==> config.mk <==
export PLATFORM = sky130hd
export DESIGN_NAME = fifo_ctrl_ram64
export DESIGN_NICKNAME = d
export VERILOG_FILES = /design/src/rtl/fifo_ctrl_ram64.sv
export SDC_FILE = /design/constraint.sdc
export NUM_CORES = 1
export LEC_CHECK = 0
export BUFFER_PORTS_ARGS = -buffer_cell sky130_fd_sc_hd__buf_2
export CAP_MARGIN = 10
export CORE_MARGIN = 2
export CORE_UTILIZATION = 46
export DETAILED_ROUTE_END_ITERATION = 16
export HOLD_SLACK_MARGIN = 0.1
export PLACE_DENSITY_LB_ADDON = 0.08
export SLEW_MARGIN = 20
export SYNTH_ARGS = -nofsm -noshare
export SYNTH_HDL_FRONTEND = slang
export SYNTH_SLANG_ARGS = --single-unit
==> constraint.sdc <==
create_clock -name clk -period 3.6 [get_ports clk]
set_input_delay 0.18 -clock clk [delete_from_list [all_inputs] [get_ports clk]]
set_output_delay 0.18 -clock clk [all_outputs]
set_load 0.03 [all_outputs]
==> src/rtl/fifo_ctrl_ram64.sv <==
`default_nettype none
// ============================================================================
// Module   : fifo_ctrl_ram64
// Brief    : FIFO controller for an external 64x8 RAM with a registered read.
//            Holds the pointers, occupancy count, flags and read-valid retiming.
// Revision : 1.0 - initial release
// ============================================================================
module fifo_ctrl_ram64 #(
    parameter int AW = 6,
    parameter int DW = 8
) (
    input  logic          clk,
    input  logic          rst,
    input  logic          wr_en,
    input  logic [DW-1:0] wr_data,
    input  logic          rd_en,
    output logic [DW-1:0] rd_data,
    output logic          rd_valid,
    output logic          full,
    output logic          empty,
    output logic [AW:0]   count,
    output logic          overflow,
    output logic          underflow,
    output logic          ram_we,
    output logic [DW-1:0] ram_data,
    output logic [AW-1:0] ram_write_addr,
    output logic [AW-1:0] ram_read_addr,
    input  logic [DW-1:0] ram_q
);

    localparam logic [AW:0] c_DEPTH = {1'b1, {AW{1'b0}}};

    logic [AW-1:0] r_wr_ptr;
    logic [AW-1:0] r_rd_ptr;
    logic [AW:0]   r_count;
    logic          r_rd_valid;
    logic          r_overflow;
    logic          r_underflow;

    logic          w_full;
    logic          w_empty;
    logic          w_wr_acc;
    logic          w_rd_acc;

    // Flags are decoded from the count register, so they always reflect
    // the occupancy at the start of the current cycle.
    assign w_full   = (r_count == c_DEPTH);
    assign w_empty  = (r_count == '0);
    assign w_wr_acc = wr_en & ~w_full;
    assign w_rd_acc = rd_en & ~w_empty;

    always_ff @(posedge clk or posedge rst) begin
        if (rst) begin
            r_wr_ptr    <= '0;
            r_rd_ptr    <= '0;
            r_count     <= '0;
            r_rd_valid  <= 1'b0;
            r_overflow  <= 1'b0;
            r_underflow <= 1'b0;
        end else begin
            if (w_wr_acc) begin
                r_wr_ptr <= r_wr_ptr + AW'(1);
            end
            if (w_rd_acc) begin
                r_rd_ptr <= r_rd_ptr + AW'(1);
            end
            case ({w_wr_acc, w_rd_acc})
                2'b10:   r_count <= r_count + (AW+1)'(1);
                2'b01:   r_count <= r_count - (AW+1)'(1);
                default: r_count <= r_count;
            endcase
            // The RAM returns data one cycle after the read address is
            // presented, so the valid strobe is the accepted pop delayed once.
            r_rd_valid  <= w_rd_acc;
            r_overflow  <= r_overflow  | (wr_en & w_full);
            r_underflow <= r_underflow | (rd_en & w_empty);
        end
    end

    assign ram_we         = w_wr_acc;
    assign ram_data       = wr_data;
    assign ram_write_addr = r_wr_ptr;
    assign ram_read_addr  = r_rd_ptr;
    assign rd_data        = ram_q;

    assign rd_valid  = r_rd_valid;
    assign full      = w_full;
    assign empty     = w_empty;
    assign count     = r_count;
    assign overflow  = r_overflow;
    assign underflow = r_underflow;

endmodule
`default_nettype wire

==> Yosys cells after proc, flatten, opt, wreduce, memory -nomap -nowiden <==
Cells that the tools add are included.
{ "classes": {"n_reduce_logical": 2, "n_addsub": 4, "muxes": 1, "bitwise_logic": 8, "eq_ne": 3} }
{ "op_table": {"columns": ["operator", "n"], "rows": [
  ["7-bit case mux with 2 select lines", 1],
  ["6-bit by 1-bit adder with 6-bit output (second input constant)", 2],
  ["7-bit by 1-bit adder with 7-bit output (second input constant)", 1],
  ["7-bit == test (second input constant)", 1],
  ["7-bit logical NOT", 1],
  ["7-bit by 1-bit subtractor with 7-bit output (second input constant)", 1],
  ["1-bit AND", 4],
  ["2-bit by 1-bit == test with 1-bit output (second input constant)", 1],
  ["2-bit == test (second input constant)", 1],
  ["1-bit inverter", 2],
  ["1-bit bitwise OR", 2],
  ["2-bit nonzero test", 1]
]} }
{ "word_totals": {"register_bits": 22, "output_inout_bits": 41, "wordCells": 24, "in_bits": 20} }

==> Logic depth before layout (Yosys ltp) <==
{ "logic_depth": {"word_depth": 5, "depth_mapped": 11, "depth_no_buf": 10} }

==> Least setup slack after synthesis <==
No wires, ideal clock.
{ "synth_timing": {"path_type": "reg2reg", "start": "register r_count[3] (netlist: count[3])", "end": "register r_count[5] (netlist: count[5])", "n_path_buf": 1, "setup_ns": 0.126, "synth_period_minus_slack_ns": 2.735, "stages_incl_launch_ff": 11, "required_time_ns": 3.474, "setup_slack_ns": 0.865, "arrival_ns": 2.609, "cell_sequence": "dfrtp_1 -> nor4_2 -> and3_1 -> buf_6 -> nor2b_4 -> ha_1 -> ha_1 -> and3_1 -> a22oi_1 -> mux2i_1 -> a221o_1"} }
{ "synth_between": {"elab_chain_cells": 5, "elab_cells_between_ends": 12, "cone_classes": "2 x add/sub; 3 x eq/ne; 1 x mux; 4 x bitwise; 2 x reduce/logical"} }
{ "synth_lines": {"columns": ["element", "line_no", "text"], "rows": [
  ["start: declaration", "35", "logic [AW:0] r_count;"],
  ["start signal: assignment", "68", "2'b10: r_count <= r_count + (AW+1)'(1);"],
  ["start signal: assignment", "69", "2'b01: r_count <= r_count - (AW+1)'(1);"],
  ["start signal: assignment", "70", "default: r_count <= r_count;"],
  ["7-bit logical NOT *", "48", "assign w_empty = (r_count == '0);"],
  ["via empty", "20", "output logic empty,"],
  ["1-bit inverter *", "50", "assign w_rd_acc = rd_en & ~w_empty;"],
  ["1-bit AND *", "50", null],
  ["via w_rd_acc", "43", "logic w_rd_acc;"],
  ["2-bit by 1-bit == test with 1-bit output / 2-bit == test (equally long branches)", "67", "case ({w_wr_acc, w_rd_acc})"],
  ["7-bit case mux with 2 select lines / 2-bit nonzero test (equally long branches)", null, null]
]} }
The timed path passes the listed nets; every way through them passes the cells marked *.
A chain may end at the register's enable or synchronous reset.

==> Final worst setup path <==
{ "layout_timing": {"start": "register r_count[3] (netlist: count[3])", "end": "register r_count[6] (netlist: count[6])"} }
{ "layout_between": {"elab_chain_cells": 5, "elab_cells_between_ends": 12, "cone_classes": "2 x add/sub; 3 x eq/ne; 1 x mux; 4 x bitwise; 2 x reduce/logical"} }
{ "layout_lines": {"columns": ["element"], "rows": [
  ["branches (longest 5 deep; another with 7-bit by 1-bit subtractor with 7-bit output)"]
]} }
Parallel ways; which one is timed is not known.

==> results_dict.tcl <==
set metrics [dict create \
    outcome "completed" \
    syn-num-nets 157 \
    p_leak_uw 0.000757 \
    skew_ns 0.00532 \
    root_buffer "clkbuf_4" \
    period_minus_slack_ns 3.03 \
    routed_wl_um 2580 \
    path_class "flop to flop" \
    dpl.hpwl_um 1930 \
    fmax_mhz 330 \
    synth.ff_latch_count 22 \
    first_global_vias 916 \
    critPathMaxFanout 10 \
    clk_pin_slew_worst_paths_ns 0.13 \
    die_area_sq_um 3350 \
    post_synth_num_cell_types 39 \
    drcViolationCount 0 \
    yosys.area.top_type "dfrtp_1" \
    drive_above_1_share_pct 27.3 \
    hp-class "primary input to flop" \
    num_vias 943 \
    synth_enable_flop_cells 0 \
    cts_setup_buffers 0 \
    crit_chain "nor4_2 -> nand3_1 -> nand2_1 -> ha_1 -> inv_1 -> fa_1 -> nor2b_1 -> o21a_1 -> nand4b_1 -> a41oi_1" \
    critical_path_required_ns 3.82 \
    track_usage_pct 16.5 \
    postSynthCellCount 128 \
    antenna_found_initial 0 \
    die_h_um 57.9 \
    worstMarginPinSlew_ns 0.821 \
    yosysTopAreaCellShare_pct 41.2 \
    syn_area_sq_um 1340 \
    drtIter0Drc 15 \
    synth.yosys.seq_area_share_pct 41.2 \
    io_pins 61 \
    diodes 0 \
    power_uw 1490 \
    numCtsBuffers 3 \
    fin_nets 173 \
    slowest_stage "dfrtp_1" \
    fin_tns_setup_ns 0 \
    antenna_left 0 \
    slew_violations 0 \
    cts_resized 0 \
    crit_buf_inv 1 \
    via_per_inst 5.42 \
    grt_max_degree 23 \
    port-buffer-count 28 \
    overflow 0 \
    synth.area.top_cells "dfrtp_1 41%, buf_4 9.0%, ha_1 7.5%, xor2_1 5.9%, xnor2_1 2.6%" \
    vdd_ir_drop_max_uv 481 \
    crit_arrival_ns 3.25 \
    cp_slowest_stage_delay_ns 0.45 \
    place.gp.congestion 0.785 \
    htreeDepth 1 \
    fin_crit_sh_pct 84.1 \
    start_kind "flop" \
    critPathCaptureType "flop" \
    grt_first_pass_wirelength_um 4240 \
    syn2layout_area_growth_pct 7.97 \
    cts_tree "done" \
    ys_warn_count 0 \
    synth_ff_type "dfrtp_1" \
    fill_cells 273 \
    maxSlewHeadroom_pct 45.2 \
    rsz0062_at_grt "no" \
    initial_core_util_pct 48.4 \
    cts_num_sinks 22 \
    finalSetupViolCount 0 \
    async_reset_ff_share_pct 100 \
    clk_latency_ns 0.31 \
    wire_per_inst_um 14.8 \
    first_pass_iters 4 \
    placementRows 19 \
    die_w_um 57.9 \
    cap_viol_max_count 0 \
    syn_avg_cell_area_sq_um 10.4 \
    core_area_sq_um 2760 \
    pwr_density_cell_nw_per_um2 1030 \
    crit_family "simple AND/OR/NAND/NOR gates" \
    clockBufferDepth 2 \
    hold_viol 0 \
]
[metrics by stage]
| stage | cell area (sq um) | setup slack [ns] | hold slack (ns) | cells | util, % |
|---|---|---|---|---|---|
| 5_1_grt | 1440 | 0.340 | 0.109 | 174 | 52.3 |
| 3_5_place_dp | 1380 | 0.599 | 0.360 | 169 | 50.0 |
| 3_3_place_gp | 1380 | 0.674 | 0.360 | 169 | 50.0 |
| 2_1_floorplan | 1340 | 0.865 | 0.169 | 128 | - |
| 6_report | 1440 | 0.572 | 0.120 | 174 | 52.3 |
| 4_1_cts | 1440 | 0.589 | 0.113 | 174 | 52.3 |
[per-layer routing]
metal	global-route usage [%]	wire length, um
met1	19.1	1120
met2	28.4	1220
met3	5.80	184
met4	5.65	59
met5	0	0
[cells by family (layout without fill, tap and decap cells)]
group | count (synthesis) | count (layout) | share of synthesized area, %
AND/OR/NAND/NOR | 35 | 35 | 14.8
buffers and inverters | 25 | 40 | 12.1
flip-flops | 22 | 22 | 41.2
AO/OA/AOI/OAI | 20 | 20 | 10.9
XOR/XNOR | 13 | 13 | 8.53
adder cells (fa/ha/maj) | 9 | 9 | 9.00
multiplexers | 4 | 4 | 3.47
[final cells by class]
class	instances	area, sq um	area share [%]
clock buffers	3	22.5	1.56
clock inverters	1	30.0	2.08
inverters	7	26.3	1.82
multi-input cells	81	623	43.2
flip-flops and latches	22	551	38.2
well taps	31	38.8	2.69
repair buffers	29	150	10.4
[state kept, by name (all words and copies together), names as in the netlist]
signal and count:
count 7, overflow 1, ram_read_addr 6, ram_write_addr 6
rd_valid 1, underflow 1
[where the power goes]
part / leakage (uW) / internal (uW) / switching [uW] / total [uW]
clock network: 0.0000279 / 113 / 80.0 / 193
registers: 0.000264 / 368 / 131 / 499
logic: 0.000465 / 294 / 503 / 797
[cells in the mapped netlist, drive strengths merged (2+ instances only)]
library cell	instances
nor3	2
buf	17
and3	2
nand2	8
xor2	9
nand3	3
ha	8
xnor2	4
nor2	7
mux2	2
a21oi	2
nor2b	2
or2	2
nand2b	2
mux2i	2
inv	7
nand4	3
o21a	2
dfrtp	22
o21ai	3
a21o	5
[cell usage in the layout, fill, tap and decap left out, types with 2 or more instances in the layout]
cell type  count
buf_2         28
dfrtp_1       22
xor2_1         9
nand2_1        8
ha_1           8
nor2_1         7
inv_1          7
a21o_1         4
xnor2_1        4
o21ai_0        3
nand4_1        3
nand3_1        3
clkbuf_4       3
a21oi_1        2
or2_2          2
o21a_1         2
and3_1         2
mux2i_1        2
nor3_1         2
nand2b_1       2
[worst paths after layout]
kind,cells after the start,end,slack (ns),start
setup / recovery,10,count[6],0.57,count[3]
hold reg to reg,1,overflow,0.46,overflow
max in group asynchronous,3,overflow,2.54,rst
min in group asynchronous,3,underflow,0.55,rst
setup reg to reg,10,count[6],0.57,count[3]
hold / removal,2,underflow,0.12,rd_en
[timing repair]
action / 4_1_cts / 5_1_grt
endpoints found under the hold margin: 22 / 0
hold buffers: 1 / 0
endpoints found under the setup margin: 0 / 0
Note: power is estimated with default switching activity, not from simulation.
